`src/rtl/run_ctrl.sv`:
```
// run_ctrl - run/halt sequencer for the pipelined core.
//
// Starts the pipeline on `start` (one-cycle flush on the first RUN cycle).
// Watches the writeback halt indication and captures the return value.
// After a halt it drains the in-flight stages for DRAIN_CYCLES cycles with
// run low. A watchdog ends the run after MAX_CYCLES RUN cycles. DONE or
// TIMEOUT status is held until the host acknowledges it.
//
// Ports:
//   clk      in   system clock, all state on the rising edge
//   rst_n    in   asynchronous active-low reset
//   start    in   begin execution (sampled in IDLE only)
//   isHalt   in   halt reached writeback (sampled in RUN only)
//   ret_val  in   [31:0] return value, valid with isHalt
//   ack      in   host acknowledge of DONE/TIMEOUT
//   run      out  pipeline advance enable (high iff state==RUN)
//   flush    out  one-cycle flush pulse on the first RUN cycle
//   done     out  normal halt, result valid
//   timeout  out  cycle budget exhausted without halt
//   result   out  [31:0] captured ret_val
//   cycles   out  [CNT_W-1:0] RUN cycles elapsed
//   state    out  [2:0] IDLE=0 RUN=1 DRAIN=2 DONE=3 TIMEOUT=4
//
// Optional macro RUN_CTRL_SIM_REPORT_EN (simulation only):
//   - on entering DONE: prints the captured value as %08h, then calls
//     $finish one cycle later;
//   - on entering TIMEOUT: prints "ran for <MAX_CYCLES> cycles", then
//     calls $finish.
// With the macro undefined the block is fully synthesizable.
module run_ctrl #(
    parameter int unsigned MAX_CYCLES   = 500,
    parameter int unsigned DRAIN_CYCLES = 4,
    parameter int unsigned CNT_W        = 32
) (
    input  logic             clk,
    input  logic             rst_n,
    input  logic             start,
    input  logic             isHalt,
    input  logic [31:0]      ret_val,
    input  logic             ack,
    output logic             run,
    output logic             flush,
    output logic             done,
    output logic             timeout,
    output logic [31:0]      result,
    output logic [CNT_W-1:0] cycles,
    output logic [2:0]       state
);

    typedef enum logic [2:0] {
        S_IDLE    = 3'd0,
        S_RUN     = 3'd1,
        S_DRAIN   = 3'd2,
        S_DONE    = 3'd3,
        S_TIMEOUT = 3'd4
    } state_e;

    // The drain counter holds DRAIN_CYCLES-1 at most.
    localparam int unsigned DW = (DRAIN_CYCLES > 1) ? $clog2(DRAIN_CYCLES) : 1;
    localparam logic [DW-1:0] DRAIN_INIT =
        (DRAIN_CYCLES > 0) ? DW'(DRAIN_CYCLES - 1) : '0;
    localparam logic [CNT_W-1:0] CYC_LAST = CNT_W'(MAX_CYCLES - 1);
    localparam logic [CNT_W-1:0] CYC_MAX  = CNT_W'(MAX_CYCLES);

    state_e            state_q, state_d;
    logic              run_q, run_d;
    logic              flush_q, flush_d;
    logic              done_q, done_d;
    logic              timeout_q, timeout_d;
    logic [31:0]       result_q, result_d;
    logic [CNT_W-1:0]  cycles_q, cycles_d;
    logic [DW-1:0]     drain_q, drain_d;

    always_ff @(posedge clk or negedge rst_n) begin
        if (!rst_n) begin
            state_q   <= S_IDLE;
            run_q     <= 1'b0;
            flush_q   <= 1'b0;
            done_q    <= 1'b0;
            timeout_q <= 1'b0;
            result_q  <= '0;
            cycles_q  <= '0;
            drain_q   <= '0;
        end else begin
            state_q   <= state_d;
            run_q     <= run_d;
            flush_q   <= flush_d;
            done_q    <= done_d;
            timeout_q <= timeout_d;
            result_q  <= result_d;
            cycles_q  <= cycles_d;
            drain_q   <= drain_d;
        end
    end

    // Flag outputs are recomputed every cycle from the next state, so each
    // branch only raises the flags that belong to the state it lands in.
    always_comb begin
        state_d   = state_q;
        run_d     = 1'b0;
        flush_d   = 1'b0;
        done_d    = 1'b0;
        timeout_d = 1'b0;
        result_d  = result_q;
        cycles_d  = cycles_q;
        drain_d   = drain_q;

        case (state_q)
            S_IDLE: begin
                if (start) begin
                    state_d  = S_RUN;
                    cycles_d = '0;
                    result_d = '0;
                    run_d    = 1'b1;
                    flush_d  = 1'b1;
                end
            end

            S_RUN: begin
                // Halt wins over the watchdog on the same edge.
                if (isHalt) begin
                    result_d = ret_val;
                    cycles_d = cycles_q + CNT_W'(1);
                    if (DRAIN_CYCLES > 0) begin
                        state_d = S_DRAIN;
                        drain_d = DRAIN_INIT;
                    end else begin
                        state_d = S_DONE;
                        done_d  = 1'b1;
                    end
                end else if (cycles_q == CYC_LAST) begin
                    state_d   = S_TIMEOUT;
                    cycles_d  = CYC_MAX;
                    timeout_d = 1'b1;
                end else begin
                    cycles_d = cycles_q + CNT_W'(1);
                    run_d    = 1'b1;
                end
            end

            S_DRAIN: begin
                if (drain_q == '0) begin
                    state_d = S_DONE;
                    done_d  = 1'b1;
                end else begin
                    drain_d = drain_q - DW'(1);
                end
            end

            S_DONE: begin
                if (ack) state_d = S_IDLE;
                else     done_d  = 1'b1;
            end

            S_TIMEOUT: begin
                if (ack) state_d = S_IDLE;
                else     timeout_d = 1'b1;
            end

            default: begin
                state_d = S_IDLE;
            end
        endcase
    end

    assign run     = run_q;
    assign flush   = flush_q;
    assign done    = done_q;
    assign timeout = timeout_q;
    assign result  = result_q;
    assign cycles  = cycles_q;
    assign state   = state_q;

`ifdef RUN_CTRL_SIM_REPORT_EN
    logic enter_done_q;

    always_ff @(posedge clk or negedge rst_n) begin
        if (!rst_n) begin
            enter_done_q <= 1'b0;
        end else begin
            enter_done_q <= (state_q != S_DONE) && (state_d == S_DONE);
            if ((state_q != S_DONE) && (state_d == S_DONE))
                $display("%08h", result_d);
            if (enter_done_q)
                $finish;
            if ((state_q != S_TIMEOUT) && (state_d == S_TIMEOUT)) begin
                $display("ran for %0d cycles", MAX_CYCLES);
                $finish;
            end
        end
    end
`endif

endmodule

```
`config.mk`:
```
export PLATFORM = sky130hd
export DESIGN_NAME = run_ctrl
export DESIGN_NICKNAME = d
export VERILOG_FILES = /design/src/rtl/run_ctrl.sv
export SDC_FILE = /design/constraint.sdc
export NUM_CORES = 1
export LEC_CHECK = 0
export CORE_ASPECT_RATIO = 2
export CORE_UTILIZATION = 30
export CTS_BUF_LIST = sky130_fd_sc_hd__clkbuf_16
export DETAILED_ROUTE_END_ITERATION = 6
export PLACE_DENSITY = 0.58
export SLEW_MARGIN = 20
export SYNTH_ARGS = -nofsm -noshare
export SYNTH_HDL_FRONTEND = slang
export SYNTH_SLANG_ARGS = --single-unit
```
`constraint.sdc`:
```
create_clock -name clk -period 1.6 [get_ports clk]
set_input_delay 0.24 -clock clk [delete_from_list [all_inputs] [get_ports clk]]
set_output_delay 0.24 -clock clk [all_outputs]
set_load 0.02 [all_outputs]
```
; ---- Yosys cells after proc, flatten, opt, wreduce, memory -nomap -nowiden
; Index checks and enable logic that the tools add are counted.
; Widths: inputs -> output; s select.
[word_totals]
regBits = 73
[op_classes]
eq_ne = 11
add_sub_neg = 2
mux = 26
reduce_logical = 9
[op_table]
columns = operator, n
row1 = $mux 32, 4
row2 = $pmux 32 s2, 2
row3 = $add 32x1->32 const B, 1
row4 = $eq 32x9->1 const B, 1
row5 = $mux 3, 5
row6 = $pmux 3 s4, 1
row7 = $mux 1, 8
row8 = $ne 2x2->1 const B, 4
row9 = $eq 3x2->1 const B, 2
row10 = $pmux 1 s2, 3
row11 = $reduce_and 3->1, 2
row12 = $mux 2, 2
row13 = $pmux 2 s2, 1
row14 = $reduce_and 4->1, 1
row15 = $reduce_bool 2->1, 2
row16 = $eq 3x1->1 const B, 1
row17 = $eq 3x3->1 const B, 1
row18 = $logic_not 3->1, 1
row19 = $ne 3x3->1 const B, 1
row20 = $logic_not 2->1, 1
row21 = $ne 2x1->1 const B, 1
row22 = $reduce_and 2->1, 1
row23 = $reduce_or 2->1, 1
row24 = $sub 2x1->2 const B, 1

; ---- Logic depth before layout (Yosys ltp)
; Gate-level depths: netlist (run 1).
[depth]
word_depth = 4
ltp_mapped = 7
depth_no_buf = 6

; ---- Least setup slack after synthesis (run 1)
; OpenSTA, ideal clock, no wires.
[synth_timing]
path_type = flip-flop to flip-flop
from = register cycles_q[0], in the netlist cycles[0]
to = register cycles_q[29], in the netlist cycles[29]
stages_incl_launch_ff = 7
t_arrival_ns = 1.698
synth_period_minus_slack_ns = 1.825
slack_ns = -0.225
cell_sequence = dfrtp_1 ha_1 nor4b_1 nand4_1 nor3_2 a21o_1 o21bai_1
[synth_via]
elab_chain_cells = 4
[synth_lines]
columns = item, line_no
row1 = from (decl), 71  ; logic [CNT_W-1:0] cycles_q, cycles_d;
row2 = from (signal assigned), 91  ; cycles_q <= cycles_d;
row3 = $add 32x1->32 or $eq 32x9->1 (tied branches), "123, 136, 131"
row4 = $mux 32, 131  ; end else if (cycles_q == CYC_LAST) begin
row5 = $mux 32 *, 121  ; if (isHalt) begin
row6 = $pmux 32 s2 *, 108  ; case (state_q)
; Mark *: on every way between the ends. The rest lies on a longest branch, timed or not.
; A chain may end at the register's enable or synchronous reset.

; ---- Final worst setup path (run 1)
[layout_timing]
from = register cycles_q[30], in the netlist cycles[30]
to = register cycles_q[29], in the netlist cycles[29]
[layout_via]
elab_chain_cells = 4
[layout_lines]
columns = item, line_no
row1 = $eq 32x9->1, 131
row2 = $mux 32, 131
row3 = $mux 32, 121
row4 = $pmux 32 s2, 108
; Every way passes these cells.

==> results of run 1 <==
[routing by layer]
metal	up-vias	wire length (um)
li1	1851	-
met5	-	0
met3	24	536
met4	0	381
met2	119	6850
met1	1827	4307
[timing repair]
item / in CTS / in global routing
pin swaps: 14 / 26
endpoints found under the hold margin: 13 / 0
resized for setup: 57 / 78
buffers inserted: 6 / 19
gates cloned: 1 / 3
hold buffers: 1 / 0
endpoints found under the setup margin: 59 / 54
[registers in the layout (all words and copies together), names as in the netlist]
signal / count
flush: 1
result: 32
done: 1
cycles: 32
run: 1
timeout: 1
drain_q: 2
state: 3
[critical path: stages, from the launching register on]
cell and delay (ns):
dfrtp_1 0.40, nor4_2 0.33, nand3_1 0.17, nor3_2 0.24, a21o_1 0.18, buf_12 0.15, o21bai_1 0.08
[placed cells by master, fill, tap and decap left out, drive strengths merged, types with 2 or more instances in the layout]
cell,instances
clkinvlp,4
xnor2,2
a31oi,5
or3,6
nor2,20
a221o,2
clkdlybuf4s15,2
o21bai,2
nor3b,3
dfrtp,73
nand3b,2
nor4,6
o21ai,50
clkdlybuf4s50,71
clkbuf,12
mux2i,4
and3,9
dlygate4sd2,31
ha,2
and4,4
o31ai,3
xor2,5
nor4b,4
inv,9
nand2,105
a21o,5
nand4,13
buf,102
a21oi,8
nand3,22
nand2b,8
a211oi,2
nor3,7
and2,3
[layout make-up]
cell class                 instances  area share
sequential                        73      0.2921
multi-input combinational        309      0.3134
timing repair buffer             210      0.3136
inverter                           7    0.004142
tap                              147     0.02899
clock buffer                       9     0.03550
clock inverter                     7     0.01223
[metrics by stage]
stage | TNS [ns] | setup WS [ns] | std cells | power [W]
final | -0.3158 | -0.06642 | 762 | 0.009447
after global routing | -1.820 | -0.1282 | 762 | 0.01004
after CTS | -0.3897 | -0.08706 | 741 | 0.008992
after detailed placement | -4.185 | -0.1382 | 717 | 0.006874
after global placement | -3.456 | -0.1534 | 717 | 0.006784
after floorplan | -0.04472 | -0.006110 | 414 | 0.004757
[logic make-up after synthesis]
group | count (synthesis) | share of synthesized area
fa+ha+maj | 2 | 0.006742
simple gates | 212 | 0.3007
xor+xnor | 7 | 0.01652
mux | 4 | 0.01079
compound gates | 84 | 0.1342
buf+inv | 32 | 0.03877
flops | 73 | 0.4922
[synth_stat cells (6+ instances only)]
cell / instances / area, um2
o21ai_1: 16 / 80.08
buf_2: 10 / 50.05
and3_1: 7 / 43.79
nand2_1: 105 / 394.1
nand2b_1: 8 / 50.05
or3_1: 6 / 37.54
dfrtp_1: 73 / 1827
nor2_1: 19 / 71.32
inv_1: 7 / 26.28
nand4_1: 11 / 68.82
nand3_1: 20 / 100.1
a21oi_1: 7 / 35.03
o21ai_0: 34 / 170.2
clkbuf_1: 12 / 45.04
[power breakdown]
group | leakage, nW | internal (W) | switching [W]
Clock | 0.135 | 0.00122 | 0.000813
Combinational | 1.92 | 0.00222 | 0.00239
Sequential | 0.959 | 0.00239 | 0.000413
Total | 3.01 | 0.00583 | 0.00362
[worst paths after layout]
kind	depth (start not counted)	startpoint	end
max	6	cycles[30]$_DFFE_PN0P_	cycles[29]$_DFFE_PN0P_
min	2	rst_n	result[3]$_DFFE_PN0P_
max reg2reg	6	cycles[30]$_DFFE_PN0P_	cycles[29]$_DFFE_PN0P_
min reg2reg	2	result[27]$_DFFE_PN0P_	result[27]$_DFFE_PN0P_
max in group asynchronous	3	rst_n	cycles[5]$_DFFE_PN0P_
min in group clk	3	ret_val[29]	result[29]$_DFFE_PN0P_
==> flow_metrics.env, run 1 <==
export IMPL_path_clk_slew_ns=0.06
export IMPL_multiInputGateArea_um2=1988
export IMPL_grt_usage=0.1873
export IMPL_clock_fmax_mhz=600.1
export IMPL_final_area_um2=6344
export IMPL_cts_buffers=9
export IMPL_postPlaceCellArea_um2=5543
export IMPL_failed_checks="negative setup slack"
export IMPL_cts_tree="done"
export IMPL_synth_seq_cells=73
export IMPL_synth_cells=414
export IMPL_clock_latency_ns=0.33
export IMPL_dp_hpwl_um=8431
export IMPL_met1_usage=0.1882
export IMPL_antenna_found_initial=0
export IMPL_drc=0
export IMPL_synthArstFlopShare=1.000
export IMPL_rows=57
export IMPL_n_antenna_cell=0
export IMPL_nFillCells=1107
export IMPL_final_nets=649
export IMPL_vias_per_cell=5.014
export IMPL_clockBufferDepth=2
export IMPL_drv_slew=0
export IMPL_drt_wl_total_um=12080
export IMPL_ios=108
export IMPL_clockRootBuffer="clkbuf_16"
export IMPL_drive_above_1_share=0.3333
export IMPL_cts_max_level=3
export IMPL_ys_warn_count=0
export IMPL_grt_pass1_wl_um=18240
export IMPL_synth_edf_count=0
export IMPL_worst_slew_pin_slew_ns=0.4322
export IMPL_seq_area_um2=1853
export IMPL_die_w_um=80.65
export IMPL_setup_violations=10
export IMPL_wl_per_cell_um=15.85
export IMPL_use_met2=0.3490
export IMPL_grt_use_met3=0.04011
export IMPL_r2r_slack_ns=-0.07
export IMPL_yosysUniqueCellTypes=52
export IMPL_worst_slack_ns=-0.06642
export IMPL_numClockSinks=73
export IMPL_required_ns=1.81
export IMPL_path_max_fanout=8
export IMPL_finish_utilization=0.5232
export IMPL_grt_pass1_vias=3786
export IMPL_dieArea_um2=12850
export IMPL_drt_first_pass_iters=4
export IMPL_pwr_density_cell_nw_per_um2=1489
export IMPL_relSlewSlack=0.7096
export IMPL_fin_skew_ns=0.006293
export IMPL_power_leakage_nw=3.013
export IMPL_grt_max_degree=43
export IMPL_rsz0062_at_grt="yes"
export IMPL_vdd_drop_max_uv=921.0
export IMPL_finalCritPeriodShare=1.042
export IMPL_io_buffers=107
export IMPL_holdWs_ns=0.3566
export IMPL_hold_viol_final=0
export IMPL_maxCapViolCount=0
export IMPL_via_count=3821
export IMPL_start_util=0.3061
export IMPL_min_path_type="input port to asynchronous set/reset pin"
export IMPL_syn_nets=453
export IMPL_avgSynthCellArea_um2=8.964
export IMPL_status="finished, violations left"
export IMPL_period_needed_ns=1.666
export IMPL_coreArea_um2=12120
export IMPL_start_kind="register"
export IMPL_initialDrtViolationCount=106
export IMPL_area_growth_pct=70.94
export IMPL_grt_ovfl_total=0
export IMPL_chipHeight_um=159.3
export IMPL_synth_seq_area_share=0.4922
export IMPL_crit_arrival_ns=1.88
export IMPL_globalplace_congestion=0.8411
export IMPL_busiest_layer="met2"
export IMPL_path_class="register to register"
export IMPL_ant_nets=0
export IMPL_endpoint_kind="register"
export IMPL_yosys_most_used_dff="dfrtp_1"
export IMPL_synth_area_um2=3711
Note: power is estimated with default switching activity, not from simulation.
==> inputs of run 2 (changes only) <==
--- a/config.mk
+++ b/config.mk
@@ -5,7 +5,6 @@
 export SDC_FILE = /design/constraint.sdc
 export NUM_CORES = 1
 export LEC_CHECK = 0
-export CORE_ASPECT_RATIO = 2
 export CORE_UTILIZATION = 30
 export CTS_BUF_LIST = sky130_fd_sc_hd__clkbuf_16
 export DETAILED_ROUTE_END_ITERATION = 6
==> run 2 against run 1 <==
Net effect: the run still ends with negative setup slack left; non-clock buffer count fell by 17; clock power is 15% higher; cell count down 2.2%; sequential power fell by 1%; via count is 4.1% lower; total power fell by 0.34%; sequential cell count stayed put; critical path type unchanged; largest power group unchanged.
==> flow_metrics.env, run 2 (synthesis gave the netlist of run 1 again) <==
export IMPL_drv_slew=0
export IMPL_crit_buf_inv=1
export IMPL_worst_slew_pin_slew_ns=0.3995
export IMPL_dp_hpwl_um=7886
export IMPL_vias_per_cell=4.917
export IMPL_initialDrtViolationCount=218
export IMPL_ant_nets=0
export IMPL_fin_skew_ns=0.01026
export IMPL_grt_use_met3=0.03160
export IMPL_power_w=0.009415
export IMPL_start_util=0.3090
export IMPL_grt_pass1_wl_um=18290
export IMPL_crit_slowest_cell="dfrtp_2"
export IMPL_min_path_type="input port to asynchronous set/reset pin"
export IMPL_final_cells=745
export IMPL_ios=108
export IMPL_cts_buffers=9
export IMPL_final_nets=632
export IMPL_io_buffers=107
export IMPL_r2r_slack_ns=-0.04
export IMPL_timing_rr_start="cycles[0]$_DFFE_PN0P_"
export IMPL_crit_end="cycles[29]$_DFFE_PN0P_"
export IMPL_startpoint="cycles[0]$_DFFE_PN0P_"
export IMPL_cts_tree="done"
export IMPL_final_cell_mix="102 x nand2_1, 71 x clkdlybuf4s50_1, 68 x buf_4"
export IMPL_drt_first_pass_iters=4
export IMPL_failed_checks="negative setup slack"
export IMPL_crit_arrival_ns=1.85
export IMPL_die_w_um=113.2
export IMPL_finalCritPeriodShare=1.023
export IMPL_clock_latency_ns=0.33
export IMPL_clockRootBuffer="clkbuf_16"
export IMPL_use_met2=0.3047
export IMPL_layout_commonest_cell="nand2_1"
export IMPL_relSlewSlack=0.7337
export IMPL_clock_fmax_mhz=611.2
export IMPL_grt_pass1_vias=3680
export IMPL_drt_wl_total_um=11250
export IMPL_required_ns=1.81
export IMPL_grt_usage=0.1818
export IMPL_met1_usage=0.2390
export IMPL_vdd_drop_max_uv=477.6
export IMPL_busiest_layer="met2"
export IMPL_grt_ovfl_total=0
export IMPL_status="finished, violations left"
export IMPL_chipHeight_um=113.2
export IMPL_area_growth_pct=66.22
export IMPL_maxCapViolCount=0
export IMPL_reg2reg_depth=7
export IMPL_n_antenna_cell=0
export IMPL_crit_cells=7
export IMPL_path_max_fanout=8
export IMPL_endpoint_kind="register"
export IMPL_crit_family="simple AND/OR/NAND/NOR gates"
export IMPL_dp_cells=718
export IMPL_period_needed_ns=1.636
export IMPL_via_count=3663
export IMPL_seq_area_um2=1853
export IMPL_cts_max_level=3
export IMPL_rr_endpoint="cycles[29]$_DFFE_PN0P_"
export IMPL_path_cells="ha_4 -> nor4b_4 -> nand4_1 -> nor3_2 -> a21o_1 -> buf_12 -> o21bai_1"
export IMPL_worst_slack_ns=-0.03614
export IMPL_nFillCells=1140
export IMPL_grt_max_degree=35
export IMPL_pwr_density_cell_nw_per_um2=1526
export IMPL_critPathMaxStageDelay_ns=0.42
export IMPL_globalplace_congestion=0.7801
export IMPL_path_class="register to register"
export IMPL_drc=0
export IMPL_drive_above_1_share=0.2826
export IMPL_dieArea_um2=12820
export IMPL_clockBufferDepth=2
export IMPL_coreArea_um2=12010
export IMPL_rsz0062_at_grt="yes"
export IMPL_path_clk_slew_ns=0.06
export IMPL_start_kind="register"
export IMPL_wl_per_cell_um=15.09
export IMPL_power_leakage_nw=2.905
export IMPL_hold_viol_final=0
export IMPL_numClockSinks=73
export IMPL_setup_violations=8
export IMPL_multiInputGateArea_um2=1924
export IMPL_rows=40
export IMPL_antenna_found_initial=0
==> run 2: report_power, final <==
group	switching, W	internal [W]
sequential	0.000376	0.00239
clock	0.000802	0.00153
combinational	0.00228	0.00204
total	0.00346	0.00596
==> run 2: layout make-up <==
type,instances,area share
multi-input cells,309,0.3120
clock inverters,7,0.01927
clock buffers,9,0.03651
well taps,147,0.02982
flip-flops and latches,73,0.3004
repair buffers,193,0.2978
inverters,7,0.004260
==> run 2: worst min-delay path by stage <==
stage / start / to / slack (ns) / cells past startpoint
4_1_cts: rst_n / state[2]$_DFFE_PN0P_ / 0.41 / 2
2_1_floorplan: rst_n / cycles[0]$_DFFE_PN0P_ / -0.06 / 0
3_5_place_dp: rst_n / timeout$_DFF_PN0_ / 0.20 / 1
6_report: rst_n / timeout$_DFF_PN0_ / 0.40 / 2
3_3_place_gp: rst_n / timeout$_DFF_PN0_ / 0.19 / 1
5_1_grt: rst_n / done$_DFF_PN0_ / 0.43 / 2
==> run 2: timing repair <==
action | CTS | global route
pin swaps | 6 | 12
endpoints found under the hold margin | 25 | 0
gates resized for setup | 44 | 39
gates cloned | 0 | 2
endpoints found under the setup margin | 48 | 53
hold buffers | 1 | 0
buffers inserted | 2 | 7
==> run 2: metal layers <==
metal,routed length [um],vias to the layer above
met3,672,5
li1,-,1827
met1,5081,1720
met4,80,0
met5,0,-
met2,5411,111
==> run 2: through the flow <==
stage	setup TNS (ns)	instance area (um2)	utilization	worst slack, ns	hold slack, ns
after floorplan	-0.04472	3801	-	-0.006110	-0.05559
after global placement	-2.559	5590	0.4654	-0.08443	0.1934
after detailed placement	-4.204	5590	0.4654	-0.1428	0.1976
after CTS	-0.1732	5964	0.4966	-0.02993	0.4086
after global routing	-1.597	6168	0.5135	-0.1554	0.4275
final	-0.1940	6168	0.5135	-0.03614	0.4042
==> edit: new RTL, settings of run 2 <==
Take the reset off `result_q` and load it in a clocked block of its own.
--- a/src/rtl/run_ctrl.sv
+++ b/src/rtl/run_ctrl.sv
@@ -80,3 +80,2 @@
             timeout_q <= 1'b0;
-            result_q  <= '0;
             cycles_q  <= '0;
@@ -89,3 +88,2 @@
             timeout_q <= timeout_d;
-            result_q  <= result_d;
             cycles_q  <= cycles_d;
@@ -93,2 +91,6 @@
         end
+    end
+
+    always_ff @(posedge clk) begin
+        result_q <= result_d;
     end
Function: differs if rst_n is asserted again (counterexample within 4 cycles, from zero or initial values and one cycle with rst_n low); with rst_n held inactive, the same outputs for 10 cycles.
==> edit against run 2 <==
- non-clock buffer count increased by 9
- the run ends with design-rule violations, negative setup slack left
- sequential cell count unchanged
- routed wire length increased by 2.1%
- utilization increased by 3.3 points
- synthesized area decreased by 3.0%
- via count decreased by 4.1%
- critical endpoint is now cycles[22]
- clock power decreased by 18%
- total power decreased by 5.6%
- setup slack got worse by 180 ps
- largest power group unchanged
- die area decreased by 2.9%
- sequential share of layout area increased by 1.7 points
- largest cell class is now registers
- final area increased by 2.4%
==> edit: results (changes against run 2) <==
metric,value,unit,change
Post-CTS Resized,68,,+55%
vias in the first global route,3421,,-7.0%
status,"complete, but fails checks",,
critical path's slowest cell,dfrtp_1,,
hpwl dp,7820,um,-0.86%
internal power,5.80,mW,-2.7%
First DRT Iteration DRCs,178,,-18%
commonest cells in the netlist,"dfrtp_1 (41), and2_1 (37), nand2_1 (37), edfxtp_1 (32), nand3_1 (25)",,
ratio of cells with drive above 1 in the final layout,34.0,%,+5.7 points
Synth Warn #,0,,unchanged
Synth area leaders,"dfrtp_1 (28%), edfxtp_1 (27%), and2_1 (6.4%)",,
fin cells,690,,-7.4%
sequential area share after synthesis,55.2,%,+6.0 points
crit path DAT,2020,ps,+170 ps
total negative slack,-2790,ps,-2590 ps
async set or reset register ratio after synthesis,56.2,%,-44 points
first-pass GRT wire length,17600,um,-3.8%
GRT Util Overall,18.1,%,-0.12 points
post-CTS setup buffer count,5,,+3
Worst-Skew Late Latency,330,ps,about the same
Clock Power,1.92,mW,-18%
pwr/cell area,1410,mW/mm2,-7.8%
maximum vdd drop,0.730,mV,+53%
Pleak,2.76,nW,-5.0%
post-placement cell area,0.00550,mm2,-1.7%
Worst Tran Pin Value,442,ps,+42.6 ps
# placed instances,652,,-9.2%
setup ws final,-212,ps,-176 ps
violated checks,"design-rule violations, negative setup slack",,
CP peak stage delay,380,ps,-40 ps
routability cong.,0.839,,+7.6%
largest net degree at the start of global routing,33,,-5.7%
Post-Synthesis Net Count,383,,-15%
P_comb,4.26,mW,-1%
Synth Instances,344,,-17%
CTS Buf Count,9,,unchanged
Initial DRT Pass Iterations,7,,+3
Final Skew,7.07,ps,-3.19 ps
nets,581,,-8.1%
Critical Path Fanout Max,4,,-4
number of synthesized flops with an enable pin,32,,+32
WL per Instance,16.6,um,+10%
Finish-stage setup viols,21,,+13
Port Buffers,107,,unchanged
Place WS,-400,ps,-257 ps
via/cell ratio,5.09,,+3.5%
"Distinct cells, synth",53,,+1.9%
# DRC,13,,+13
H-Tree Level Count,3,,unchanged
edit: cell count changes in the layout (fill, tap and decap cells not counted), sizes merged, moves of 7 or more:
cell / change
dfrtp: -32
nand3: +7
nand2: -63
edfxtp: +32
buf: +9
o21ai: -37
and2: +34
a31oi: +8
edit: cells by family (layout without fill, tap and decap cells):
logic type | after synthesis | count (layout) | synth area share, %
and+or+nand+nor | 175 | 179 | 27.9
DFF | 73 | 73 | 55.2
AOI/OAI and AO/OA | 58 | 58 | 10.3
buffers and inverters | 29 | 228 | 4.03
muxes | 5 | 5 | 1.39
adders and majority gates | 2 | 2 | 0.695
xor gates and xnor gates | 2 | 2 | 0.487
edit: worst register-to-register path: cells and delay by family (launching register included):
family	cells	cell delay [ps]
AOI/OAI and AO/OA	2	280
buffers and inverters	2	370
DFF	1	380
and+or+nand+nor	3	660
edit: layer usage:
metal	wire length (um)	up-vias	GRT usage [%]
li1	-	1673	-
met1	5040	1683	23.3
met2	5610	146	29.8
met3	727	10	3.43
met4	115	0	7.48
met5	0	-	0
edit: layout make-up:
class / instances / area [um2]
fill: 1030 / 5250
sequential: 73 / 2010
timing repair buffer: 202 / 1940
multi-input combinational: 246 / 1870
clock buffer: 9 / 225
tap: 143 / 179
clock inverter: 7 / 56.3
inverter: 10 / 40.0
edit: path summary, 6_finish.rpt:
kind | from | to | slack, ps | depth (start not counted)
max in group asynchronous | rst_n | state[1] | 710 | 3
setup / recovery | cycles[31] | cycles[22] | -210 | 7
hold / removal | rst_n | cycles[14] | 380 | 2
setup reg to reg | cycles[31] | cycles[22] | -210 | 7
min in group clk | drain_q[0] | drain_q[0] | 480 | 1
hold reg to reg | drain_q[0] | drain_q[0] | 480 | 1
